==> src/rtl/gmii_rx_frame_ctrl.sv <==
// GMII receive frame sequencer: strips preamble/SFD, delimits frames with SOF/EOF,
// flags ER and length errors, gates admission with EN_i and keeps good/bad counts.
module gmii_rx_frame_ctrl #(
    parameter int MIN_PRE = 2,
    parameter int MIN_LEN = 64,
    parameter int MAX_LEN = 1518
) (
    input  logic        CLK_i,
    input  logic        reset,
    input  logic [7:0]  GMII_RX_RXD_i,
    input  logic        GMII_RX_DV_i,
    input  logic        GMII_RX_ER_i,
    input  logic        EN_i,
    output logic [7:0]  RX_DATA_o,
    output logic        RX_VALID_o,
    output logic        RX_SOF_o,
    output logic        RX_EOF_o,
    output logic        RX_ERR_o,
    output logic [15:0] RX_LEN_o,
    output logic [31:0] GOOD_CNT_o,
    output logic [31:0] BAD_CNT_o,
    output logic        BUSY_o
);

    localparam logic [7:0]  PRE_BYTE  = 8'h55;
    localparam logic [7:0]  SFD_BYTE  = 8'hD5;
    localparam logic [3:0]  PCNT_MAX  = 4'd15;
    localparam logic [3:0]  MIN_PRE_L = 4'(MIN_PRE);
    localparam logic [15:0] MIN_LEN_L = 16'(MIN_LEN);
    localparam logic [15:0] MAX_LEN_L = 16'(MAX_LEN);

    typedef enum logic [1:0] {
        ST_IDLE,
        ST_PRE,
        ST_DATA,
        ST_DROP
    } state_t;

    state_t      state;
    state_t      state_nxt;

    logic [3:0]  pcnt;
    logic [15:0] len;
    logic        err;
    logic [7:0]  hold;
    logic        hold_full;
    logic        first;
    logic        rst_tail;

    logic        rxd_pre;
    logic        rxd_sfd;
    logic        pre_ok;
    logic        at_max;
    logic        end_err;

    logic        emit;
    logic        emit_eof;
    logic        emit_err;
    logic [15:0] emit_len;
    logic        inc_good;
    logic        inc_bad;

    assign rxd_pre = (GMII_RX_RXD_i == PRE_BYTE);
    assign rxd_sfd = (GMII_RX_RXD_i == SFD_BYTE);
    assign pre_ok  = (pcnt >= MIN_PRE_L);
    assign at_max  = (len == MAX_LEN_L);
    assign end_err = err | GMII_RX_ER_i | (len < MIN_LEN_L);

    always_ff @(posedge CLK_i or posedge reset) begin
        if (reset) begin
            state <= ST_IDLE;
        end else begin
            state <= state_nxt;
        end
    end

    always_comb begin
        state_nxt = state;
        case (state)
            ST_IDLE: begin
                if (GMII_RX_DV_i) begin
                    if (EN_i && rxd_pre) begin
                        state_nxt = ST_PRE;
                    end else begin
                        state_nxt = ST_DROP;
                    end
                end
            end
            ST_PRE: begin
                if (!GMII_RX_DV_i) begin
                    state_nxt = ST_IDLE;
                end else if (rxd_pre) begin
                    state_nxt = ST_PRE;
                end else if (rxd_sfd && pre_ok) begin
                    state_nxt = ST_DATA;
                end else begin
                    state_nxt = ST_DROP;
                end
            end
            ST_DATA: begin
                if (!GMII_RX_DV_i) begin
                    state_nxt = ST_IDLE;
                end else if (at_max) begin
                    state_nxt = ST_DROP;
                end
            end
            ST_DROP: begin
                if (!GMII_RX_DV_i) begin
                    state_nxt = ST_IDLE;
                end
            end
            default: state_nxt = ST_IDLE;
        endcase
    end

    // The last byte is only known when DV falls, so DATA always emits the held byte.
    always_comb begin
        emit     = 1'b0;
        emit_eof = 1'b0;
        emit_err = 1'b0;
        emit_len = '0;
        inc_good = 1'b0;
        inc_bad  = 1'b0;
        case (state)
            ST_IDLE: begin
                // A frame still running when reset releases is dropped without counting.
                if (GMII_RX_DV_i && EN_i && !rxd_pre && !rst_tail) begin
                    inc_bad = 1'b1;
                end
            end
            ST_PRE: begin
                if (!GMII_RX_DV_i || !(rxd_pre || (rxd_sfd && pre_ok))) begin
                    inc_bad = 1'b1;
                end
            end
            ST_DATA: begin
                if (GMII_RX_DV_i) begin
                    emit = hold_full;
                    if (at_max) begin
                        emit_eof = 1'b1;
                        emit_err = 1'b1;
                        emit_len = MAX_LEN_L;
                        inc_bad  = 1'b1;
                    end
                end else if (hold_full) begin
                    emit     = 1'b1;
                    emit_eof = 1'b1;
                    emit_err = end_err;
                    emit_len = len;
                    inc_good = !end_err;
                    inc_bad  = end_err;
                end else begin
                    inc_bad = 1'b1;
                end
            end
            default: ;
        endcase
    end

    always_ff @(posedge CLK_i or posedge reset) begin
        if (reset) begin
            pcnt       <= '0;
            len        <= '0;
            err        <= 1'b0;
            hold       <= '0;
            hold_full  <= 1'b0;
            first      <= 1'b0;
            rst_tail   <= 1'b1;
            RX_DATA_o  <= '0;
            RX_VALID_o <= 1'b0;
            RX_SOF_o   <= 1'b0;
            RX_EOF_o   <= 1'b0;
            RX_ERR_o   <= 1'b0;
            RX_LEN_o   <= '0;
            GOOD_CNT_o <= '0;
            BAD_CNT_o  <= '0;
            BUSY_o     <= 1'b0;
        end else begin
            if (!GMII_RX_DV_i) begin
                rst_tail <= 1'b0;
            end

            case (state)
                ST_IDLE: pcnt <= 4'd1;
                ST_PRE: begin
                    if (rxd_pre && (pcnt != PCNT_MAX)) begin
                        pcnt <= pcnt + 4'd1;
                    end
                    len       <= '0;
                    err       <= 1'b0;
                    hold_full <= 1'b0;
                    first     <= 1'b1;
                end
                ST_DATA: begin
                    if (GMII_RX_DV_i && !at_max) begin
                        hold      <= GMII_RX_RXD_i;
                        hold_full <= 1'b1;
                        len       <= len + 16'd1;
                        err       <= err | GMII_RX_ER_i;
                        if (hold_full) begin
                            first <= 1'b0;
                        end
                    end
                end
                default: ;
            endcase

            RX_VALID_o <= emit;
            RX_DATA_o  <= emit ? hold : '0;
            RX_SOF_o   <= emit && first;
            RX_EOF_o   <= emit_eof;
            RX_ERR_o   <= emit_err;
            RX_LEN_o   <= emit_len;
            if (inc_good) begin
                GOOD_CNT_o <= GOOD_CNT_o + 32'd1;
            end
            if (inc_bad) begin
                BAD_CNT_o <= BAD_CNT_o + 32'd1;
            end
            BUSY_o <= (state_nxt != ST_IDLE);
        end
    end

endmodule

==> config.mk <==
export PLATFORM = sky130hd
export DESIGN_NAME = gmii_rx_frame_ctrl
export DESIGN_NICKNAME = d
export VERILOG_FILES = /design/src/rtl/gmii_rx_frame_ctrl.sv
export SDC_FILE = /design/constraint.sdc
export NUM_CORES = 1
export LEC_CHECK = 0
export ABC_AREA = 1
export CORE_ASPECT_RATIO = 1.1
export CORE_MARGIN = 4
export CORE_UTILIZATION = 59
export DETAILED_ROUTE_END_ITERATION = 12
export PLACE_DENSITY = 0.86
export SLEW_MARGIN = 20
export SYNTH_ARGS = -nofsm -noshare
export SYNTH_HDL_FRONTEND = slang
export SYNTH_SLANG_ARGS = --single-unit
==> constraint.sdc <==
create_clock -name CLK_i -period 10.05 [get_ports CLK_i]
set_clock_uncertainty 0.2 [all_clocks]
set_input_delay 2.01 -clock CLK_i [delete_from_list [all_inputs] [get_ports CLK_i]]
set_output_delay 2.01 -clock CLK_i [all_outputs]
set_load 0.01 [all_outputs]
=== After elaboration in Yosys (flattened, before gate mapping) ===
Index checks and enable logic that the tools add are counted.

* Bitwise gates (word level): 2
* Muxes and demuxes: 42
* Reductions and logical operators: 24
* $add $sub $neg: 4
* Order comparisons: 2
* Equal/unequal tests: 10

{| class="wikitable"
|+ Operators with widths
! cell !! number
|-
| adder 32 x 1 -> 32 bit (second input constant) || 2
|-
| 2-to-1 mux 16 bit || 4
|-
| case mux 16 bit (2 select lines) || 1
|-
| 2-to-1 mux 1 bit || 21
|-
| adder 16 x 1 -> 16 bit (second input constant) || 1
|-
| equality test 16 x 11 -> 1 bit (second input constant) || 1
|-
| less-than comparator 16 x 7 -> 1 bit (second input constant) || 1
|-
| 2-to-1 mux 2 bit || 7
|-
| 2-to-1 mux 11 bit || 1
|-
| equality test 8 x 7 -> 1 bit (second input constant) || 1
|-
| equality test 8 bit (second input constant) || 1
|-
| logical AND 1 bit || 8
|-
| 2-to-1 mux 8 bit || 1
|-
| case mux 2 bit (4 select lines) || 1
|-
| case mux 4 bit (2 select lines) || 1
|-
| logical NOT 1 bit || 6
|-
| inequality test 2 bit (second input constant) || 3
|-
| case mux 1 bit (2 select lines) || 3
|-
| AND reduction 2 bit || 3
|-
| nonzero test 2 bit || 3
|-
| adder 4 x 1 -> 4 bit (second input constant) || 1
|-
| equality test 2 bit (second input constant) || 2
|-
| greater-or-equal comparator 4 x 2 -> 1 bit (second input constant) || 1
|-
| 2-to-1 mux 4 bit || 1
|-
| other kinds (7) || 9
|}

* Output and inout bits: 93
* Register bits after elaboration: 127
* Input port bits: 13
* Logic and storage cells: 101

=== Logic depth before layout (Yosys ltp) ===
Gate-level depths: netlist of the first run.

* Depth after elaboration: 7
* Depth in mapped cells: 12
* Mapped depth without buffers: 11

=== Worst setup path after synthesis of the first run ===
OpenSTA, ideal clock, no wires.

* Path type: input to register
* From: in GMII_RX_ER_i
* To: reg GOOD_CNT_o[7]
* Library setup time: 0.123 ns
* Path slack: 6.748 ns
* Buffers on the path: 1
* Cell stages on the path: 7
* Data required time: 9.727 ns
* Data arrival time: 2.979 ns
* Cells stage by stage: or2_1 -> nor2_1 -> nand2_1 -> nor2_4 -> buf_4 -> nand3_1 -> xor2_1

* Word-level cells in the longest chain between the ends: 6

{| class="wikitable"
|+ Ends and longest elaborated chain
! element !! line !! text
|-
| from (decl) || 12 || <nowiki>input logic GMII_RX_ER_i,</nowiki>
|-
| OR 1 bit (2 in series) || 67 || <nowiki>assign end_err = err | GMII_RX_ER_i | (len < MIN_LEN_L);</nowiki>
|-
| logical NOT 1 bit || 150 || <nowiki>inc_good = !end_err;</nowiki>
|-
| 2-to-1 mux 1 bit || 145 || <nowiki>end else if (hold_full) begin</nowiki>
|-
| 2-to-1 mux 1 bit || 137 || <nowiki>if (GMII_RX_DV_i) begin</nowiki>
|-
| 2-to-1 mux 1 bit || 124 || <nowiki>case (state)</nowiki>
|-
| to (signal assigned) || 215 || <nowiki>GOOD_CNT_o <= GOOD_CNT_o + 32'd1;</nowiki>
|-
| to (decl) || 20 || <nowiki>output logic [31:0] GOOD_CNT_o,</nowiki>
|}

No other way between the ends.
A chain may end at the register's enable or synchronous reset.

=== Worst setup path in the final report of the first run ===
* From: in GMII_RX_DV_i
* To: reg len[11]

* Word-level cells in the longest chain between the ends: 3

{| class="wikitable"
|+ Ends and longest elaborated chain
! element !! line !! text
|-
| from (decl) || 11 || <nowiki>input logic GMII_RX_DV_i,</nowiki>
|-
| logical AND 1 bit || 195 || <nowiki>if (GMII_RX_DV_i && !at_max) begin</nowiki>
|-
| inequality test 2 bit (no source line) || - ||
|-
| AND reduction 2 bit (no source line) || - ||
|-
| to (signal assigned) || 198 || <nowiki>len <= len + 16'd1;</nowiki>
|-
| to (decl) || 43 || <nowiki>logic [15:0] len;</nowiki>
|}

No other way between the ends.

==> results of run 1 <==
-- cell usage in the layout, fill, tap and decap left out, types with 2 or more instances in the layout --
master           synthesis  final
nand2_1                325    324
dfrtp_1                126    126
clkdlybuf4s50_1          0    105
nor2_1                 101    101
inv_1                  101    100
nand4_1                 45     45
nand3_1                 38     38
nor3_1                  35     35
xor2_1                  32     32
o21ai_0                 24     24
clkbuf_16                0     17
nand3b_1                14     14
a21oi_1                 14     14
xnor2_1                  8      8
o22ai_1                  7      7
ha_1                     6      6
nor2_2                   4      4
o21ai_1                  4      4
nand3_4                  3      3
nor2_4                   3      3
nor3_2                   3      3
clkinvlp_4               0      3
clkinv_4                 0      3
inv_2                    2      2
clkinv_1                 2      2
nand2_2                  1      2
nand3_2                  2      2
clkbuf_1                 3      2
inv_6                    0      2
clkinv_2                 0      2
bufinv_16                0      2
buf_4                    2      2
-- metal layers --
layer | wire length (um) | vias to the layer above | track usage [%]
li1 | - | 3182 | -
met1 | 7500 | 3093 | 35.2
met2 | 8680 | 291 | 45.2
met3 | 1310 | 66 | 5.61
met4 | 714 | 0 | 15.4
met5 | 0 | - | 0
-- layout make-up --
class | instances | area (sq um) | share of cell area, %
Clock buffer | 20 | 447 | 5.14
Clock inverter | 12 | 136 | 1.57
Inverter | 105 | 397 | 4.56
Multi-Input combinational cell | 677 | 3280 | 37.7
Sequential cell | 127 | 3180 | 36.6
Tap cell | 150 | 188 | 2.16
Timing Repair Buffer | 107 | 1070 | 12.3
-- worst max path at each step --
stage                     cells after the start       endpoint        startpoint
after floorplan                               1   BAD_CNT_o[0]             reset
after global placement                       10  BAD_CNT_o[25]  GMII_RX_RXD_i[0]
after detailed placement                     10  BAD_CNT_o[23]  GMII_RX_RXD_i[0]
after CTS                                    10  BAD_CNT_o[23]  GMII_RX_RXD_i[2]
after global routing                          5        len[15]      GMII_RX_DV_i
final                                         6        len[11]      GMII_RX_DV_i
-- critical path: cells and delay by family --
kind | cells | cell delay (ns)
AO/OA/AOI/OAI | 1 | 0.08
AND/OR/NAND/NOR | 3 | 1.54
buffers and inverters | 2 | 1.01
-- logic make-up after synthesis --
family,after synthesis,synth area share [%]
AOI/OAI and AO/OA,53,4.17
xor gates and xnor gates,40,5.01
adders and majority gates,6,1.07
buffers and inverters,130,7.71
DFF,127,45.5
and+or+nand+nor,578,36.6
-- registers in the layout, indices dropped and copies added (netlist names) --
signal / count
state: 2
RX_EOF_o: 1
RX_LEN_o: 16
rst_tail: 1
err: 1
GOOD_CNT_o: 32
first: 1
pcnt: 4
RX_VALID_o: 1
hold_full: 1
BAD_CNT_o: 32
hold: 8
len: 16
RX_SOF_o: 1
BUSY_o: 1
RX_DATA_o: 8
RX_ERR_o: 1
-- report_power, final --
group,internal (W),switching [W]
Clock,0.000372,0.000236
Sequential,0.000577,0.0000631
Combinational,0.000127,0.000241
Total,0.00108,0.000540
-- synthesized netlist by cell type (2+ instances only) --
library cell and count:
o22ai_1 7, clkbuf_1 3, buf_6 3, o21ai_1 4, nand3_2 2, o21ai_0 24
ha_1 6, clkinv_1 2, dfrtp_1 126, buf_2 17, nand4_1 45, inv_1 101
nor2_4 3, nor2_2 4, buf_4 2, nand3_1 38, nand3b_1 14, nor3_1 35
nand2_1 325, nor3_2 3, a21oi_1 14, nor2_1 101, inv_2 2, xor2_1 32
nand3_4 3, xnor2_1 8
-- through the flow --
stage	cells	util [%]	hold slack (ns)
after floorplan	934	-	0.232
after global placement	1166	70.2	0.250
after detailed placement	1166	70.2	0.253
after CTS	1198	75.3	0.263
after global routing	1198	75.3	0.301
final	1198	75.3	0.262
==> qor_table.md, run 1 <==
| Group | Metric | This run |
|---|---|---|
| global route | Wire length of the first global-routing pass | 30.4 mm |
| finish | Area growth from synthesis to layout | 24.3% |
| logic synthesis | Largest area contributor in the synthesized netlist | dfrtp_1 |
| clock network | Number of sinks driven by the clock tree | 127 |
| floorplan | Die outline area | 13700 sq um |
| clock network | Buffers inserted during post-CTS setup optimization | 0 |
| finish | Fillers | 847 |
| clock network | Clock edge transition at the registers on the reported setup and hold paths | 0.06 ns |
| flow run | Number of max-cap violations | 0 |
| setup path | Maximum fanout encountered on the critical timing path | 22 |
| setup path | Critical Path RT | 10.16 ns |
| min path | HP Start | rst_tail |
| routing | Iteration count of the initial detailed-routing pass | 5 |
| routing | Average detailed-routed wire length per instance | 15.2 um |
| logic synthesis | Count of mapped cells out of synthesis | 934 |
| logic synthesis | Post-synth EDFFs | 0 |
| logic synthesis | Register area share after synthesis | 45.5% |
| logic synthesis | Top-area cell type share of the netlist area | 45.1% |
| sta | Unrepaired setup endpoints after global routing | false |
| setup path | Worst R2R Path Depth | 10 |
| clock network | Max H-tree Level | 4 |
| logic synthesis | Mean post-synth cell area | 7.49 sq um |
| setup path | Slowest library cell on the worst path | clkdlybuf4s50_1 |
| finish | Number of nets in the finished design | 1054 |
| setup path | Crit. End Element | flip-flop |
| routing | Number of nets still failing antenna checks after routing | 0 |
| floorplan | Area inside the core boundary | 11500 sq um |
| sta | Crit path time final | 4.53 ns |
| routing | Detailed Route Iter0 Violations | 568 |
| logic synthesis | FFs w/ async S/R, synth | 100% |
| setup path | Critical path cell sequence | clkdlybuf4s50_1 > nand3_1 > nand2_1 > inv_1 > nand2_1 > o21ai_0 |
| global route | Pin count of the biggest net entering global routing | 76 |
| global route | All-Layer GR Usage | 27.9% |
| pwr | VDD IR max | 0.138 mV |
| setup path | Reg2Reg Launch Point | len[0] |
| sta | Setup-failing EPs final | 0 |
| placed design | Post-detail-place hpwl | 12.4 mm |
| clock network | CTS Buf Count | 17 |
| global route | Via count of the first global-routing pass | 6414 |
| sta | Number of hold violations in the final report | 0 |
| setup path | Critical path data arrival time | 4.64 ns |
| pwr | Total Power Consumption | 0.00162 W |
| sta | Max-Slew Margin vs Limit | 35.8% |
| routing | Total detailed-routing wirelength | 18.2 mm |
| clock network | Clock tree from TritonCTS | done |
| logic synthesis | Primary flip-flop cell chosen by synthesis mapping | dfrtp_1 |
| floorplan | Number of top-level pins | 106 |
| sta | Post-route clock period utilization | 45.1% |
| setup path | Most numerous cell on the critical path | nand2_1 |
| min path | Destination of the worst hold path | rst_tail |
| logic synthesis | Top cells by area, synth | dfrtp_1 45%, nand2_1 17%, inv_1 5.4%, nor2_1 5.4%, nand4_1 4.0% |
| logic synthesis | Warnings, synthesis | 0 |
| global route | Sum of overflow across all layers after global routing | 0 |
| status | Outcome | finished clean |
| setup path | Crit Reg-Reg Endpoint | len[11] |
| sta | Aggregate negative setup slack | 0 ns |
| setup path | Kind of start point of the critical path | input port |
| min path | Hold Path Class | reg2reg |
| placed design | Routability Congestion | 0.924 |
| logic synthesis | Post-Synthesis Net Count | 953 |
| logic synthesis | Post-synthesis sequential element count | 127 |
| clock network | Clock latency of the later-clocked register in the worst-skew pair | 0.43 ns |
| floorplan | Vertical extent of the die | 122 um |
| logic synthesis | Yosys cell types | 36 |
| floorplan | Row Count | 41 |
| clock network | Bufs on Longest Clock Path | 2 |
| clock network | Root buffer cell | clkbuf_16 |
| sta | Max Fclk | 0.221 GHz |
| setup path | Worst Setup Path Type | in2reg |
| clock network | PostCTS Resize Cnt | 0 |
| routing | Vias per std cell | 5.54 |
| sta | Worst setup margin | 5.52 ns |
| routing | Routed via count | 6632 |
| pwr | Leakage power | 4.04 nW |
| routing | DRC violation count after routing | 0 |
| sta | Pin slew with the least headroom to its limit | 0.962 ns |
| setup path | Critical path's largest stage delay | 0.79 ns |
| placed design | Worst slack, placed | 4.96 ns |
| pwr | Pwr dens | 186 nW/um^2 |
| min path | Hold path cells | 2 |
| setup path | Setup slack, reg-to-reg | 7.01 ns |
| floorplan | Effective utilization at floorplan | 60.6% |
| sta | Final slew viol count | 0 |
| placed design | Number of buffer cells added on primary ports | 105 |
| logic synthesis | Combined area of all synthesized cells | 6990 sq um |
| floorplan | Die Wd | 112 um |
| finish | Antenna diodes | 0 |
| clock network | Number of buffers inserted by hold repair at cts | 0 |
| finish | Share of post-route cells with drive strength above 1 | 5.34% |
| placed design | Post-Place Cell Area | 8100 sq um |
| finish | Final design area excluding fillers | 8690 sq um |
| global route | Number of antenna violations at the first check in global routing | 0 |
No activity file was read; power rests on OpenSTA's default activity.
==> inputs of run 2 (changes only) <==
CORE_UTILIZATION = 49   (was 59)
PLACE_DENSITY = 0.76   (was 0.86)
clock period = 3.86 ns   (was 10.05 ns; I/O delays follow)
==> qor_table.md, run 2 (same netlist as run 1, synthesis figures left out) <==
| Group | Metric | This run | Change |
|---|---|---|---|
| setup path | Kind of start point of the critical path | input port |  |
| placed design | Post-Place Cell Area | 8180 sq um | +0.97% |
| routing | Detailed Route Iter0 Violations | 526 | -7.4% |
| global route | Number of antenna violations at the first check in global routing | 0 | unchanged |
| min path | Hold Path Class | reg2reg |  |
| finish | Antenna diodes | 0 | unchanged |
| placed design | Worst slack, placed | 0.679 ns | -4.28 ns |
| global route | Via count of the first global-routing pass | 6003 | -6.4% |
| sta | Number of hold violations in the final report | 0 | unchanged |
| clock network | CTS Buf Count | 17 | unchanged |
| placed design | Number of buffer cells added on primary ports | 105 | unchanged |
| pwr | VDD IR max | 0.283 mV | +110% |
| floorplan | Area inside the core boundary | 13900 sq um | +20% |
| finish | Final design area excluding fillers | 8750 sq um | +0.68% |
| sta | Worst setup margin | 1.13 ns | -4.39 ns |
| setup path | Worst Setup Path Type | in2reg |  |
| finish | Commonest non-fill, non-tap cell in the layout | nand2_1 |  |
| routing | Number of nets still failing antenna checks after routing | 0 | unchanged |
| clock network | Clock tree from TritonCTS | done |  |
| clock network | Clock edge transition at the registers on the reported setup and hold paths | 0.06 ns | about the same |
| floorplan | Row Count | 45 | +9.8% |
| finish | Largest regs | BAD_CNT_o: 32 flops, GOOD_CNT_o: 32 flops |  |
| setup path | Critical path data arrival time | 2.84 ns | -1.80 ns |
| status | Outcome | finished clean |  |
| sta | Post-route clock period utilization | 70.7% |  |
| clock network | PostCTS Resize Cnt | 0 | unchanged |
| routing | DRC violation count after routing | 0 | unchanged |
| floorplan | Vertical extent of the die | 133 um | +9.1% |
| sta | Unrepaired setup endpoints after global routing | false |  |
| finish | Share of post-route cells with drive strength above 1 | 5.61% | +0.26 points |
| global route | All-Layer GR Usage | 22.6% | -5.3 points |
| sta | Crit path time final | 2.73 ns |  |
| routing | Iteration count of the initial detailed-routing pass | 6 | +1 |
| finish | Most used cells in the layout excluding fill and tap cells | 325 x nand2_1, 126 x dfrtp_1, 105 x clkdlybuf4s50_1 |  |
| sta | Max-Slew Margin vs Limit | 45.9% | +10 points |
| sta | Final slew viol count | 0 | unchanged |
| finish | Count of non-filler cells in the finished layout | 1240 | +3.5% |
| placed design | Routability Congestion | 0.933 | +1.0% |
| clock network | Root buffer cell | clkbuf_16 |  |
| routing | Vias per std cell | 5.16 | -6.8% |
| global route | Pin count of the biggest net entering global routing | 65 | -14% |
| sta | Pin slew with the least headroom to its limit | 0.812 ns | -0.151 ns |
| clock network | Bufs on Longest Clock Path | 2 | unchanged |
| global route | Wire length of the first global-routing pass | 29.2 mm | -3.9% |
| setup path | Maximum fanout encountered on the critical timing path | 33 | +50% |
| sta | Max Fclk | 0.366 GHz |  |
| finish | Number of nets in the finished design | 1058 | +0.38% |
| routing | Routed via count | 6398 | -3.5% |
| clock network | Clock latency of the later-clocked register in the worst-skew pair | 0.43 ns | about the same |
| finish | Area growth from synthesis to layout | 25.1% |  |
| placed design | Number of cells in the design after placement | 1208 | +3.6% |
| clock network | Max H-tree Level | 4 | unchanged |
| setup path | Critical Path RT | 3.97 ns | -6.19 ns |
| clock network | Number of sinks driven by the clock tree | 127 | unchanged |
| sta | Aggregate negative setup slack | 0 ns | unchanged |
| pwr | Leakage power | 4.04 nW | about the same |
| flow run | Number of max-cap violations | 0 | unchanged |
| floorplan | Die Wd | 122 um | +9.0% |
| pwr | Pwr dens | 473 nW/um^2 | +150% |
| floorplan | Die outline area | 16200 sq um | +19% |
| clock network | Buffers inserted during post-CTS setup optimization | 0 | unchanged |
| sta | Setup-failing EPs final | 0 | unchanged |
| routing | Total detailed-routing wirelength | 17.6 mm | -3.2% |
| clock network | Number of buffers inserted by hold repair at cts | 0 | unchanged |
| floorplan | Number of top-level pins | 106 | unchanged |
| setup path | Crit. End Element | flip-flop |  |
| routing | Average detailed-routed wire length per instance | 14.2 um | -6.5% |
| pwr | Total Power Consumption | 0.00414 W | +160% |
| floorplan | Effective utilization at floorplan | 50.3% | -10 points |
| global route | Sum of overflow across all layers after global routing | 0 | unchanged |
| placed design | Post-detail-place hpwl | 12.5 mm | +0.47% |
## run 2: metal layers
metal  track usage (%)  vias up  share of wire, %  routed length [um]
li1                  -     3183                 -                   -
met1              29.8     3011                44                7700
met2              36.7      170                49                8620
met3              5.22       34               5.5                 962
met4              7.41        0               1.9                 337
met5                 0        -                 0                   0
## run 2: worst max-delay path: stages
cell	delay (ns)
clkdlybuf4s50_1	0.63
nor2_1	0.28
nand3_1	0.16
nand3_4	0.32
nand3_4	0.41
nand2_1	0.17
nand2_1	0.07
## run 2: layout make-up
cell class | instances | area, sq um
Fill cell | 1193 | 5160
Sequential cell | 127 | 3180
Inverter | 105 | 398
Clock buffer | 19 | 433
Tap cell | 188 | 235
Multi-Input combinational cell | 677 | 3270
Timing Repair Buffer | 111 | 1100
Clock inverter | 13 | 133
## run 2: power by group
group	internal (W)	total, W	switching (W)
Clock	0.000897	0.00153	0.000631
Sequential	0.00150	0.00166	0.000158
Combinational	0.000340	0.000954	0.000614
Total	0.00274	0.00414	0.00140
## run 2: final timing paths
check                                  start  slack (ns)  depth (start not counted)              to
worst min-delay path                rst_tail        0.25                          2        rst_tail
max in group asynchronous              reset        2.15                          3    RX_LEN_o[13]
min in group asynchronous              reset        0.77                          3  GOOD_CNT_o[20]
worst min register to register      rst_tail        0.25                          2        rst_tail
worst max register to register        len[0]        1.35                          9         len[15]
worst max-delay path            GMII_RX_DV_i        1.13                          7   BAD_CNT_o[24]
## run 2: per-stage QoR
| stage | hold slack (ns) | utilization, % |
|---|---|---|
| CTS | 0.251 | 62.9 |
| global placement | 0.239 | 58.8 |
| detailed placement | 0.241 | 58.8 |
| global route | 0.296 | 62.9 |
| finish | 0.252 | 62.9 |
| floorplan | 0.232 | - |
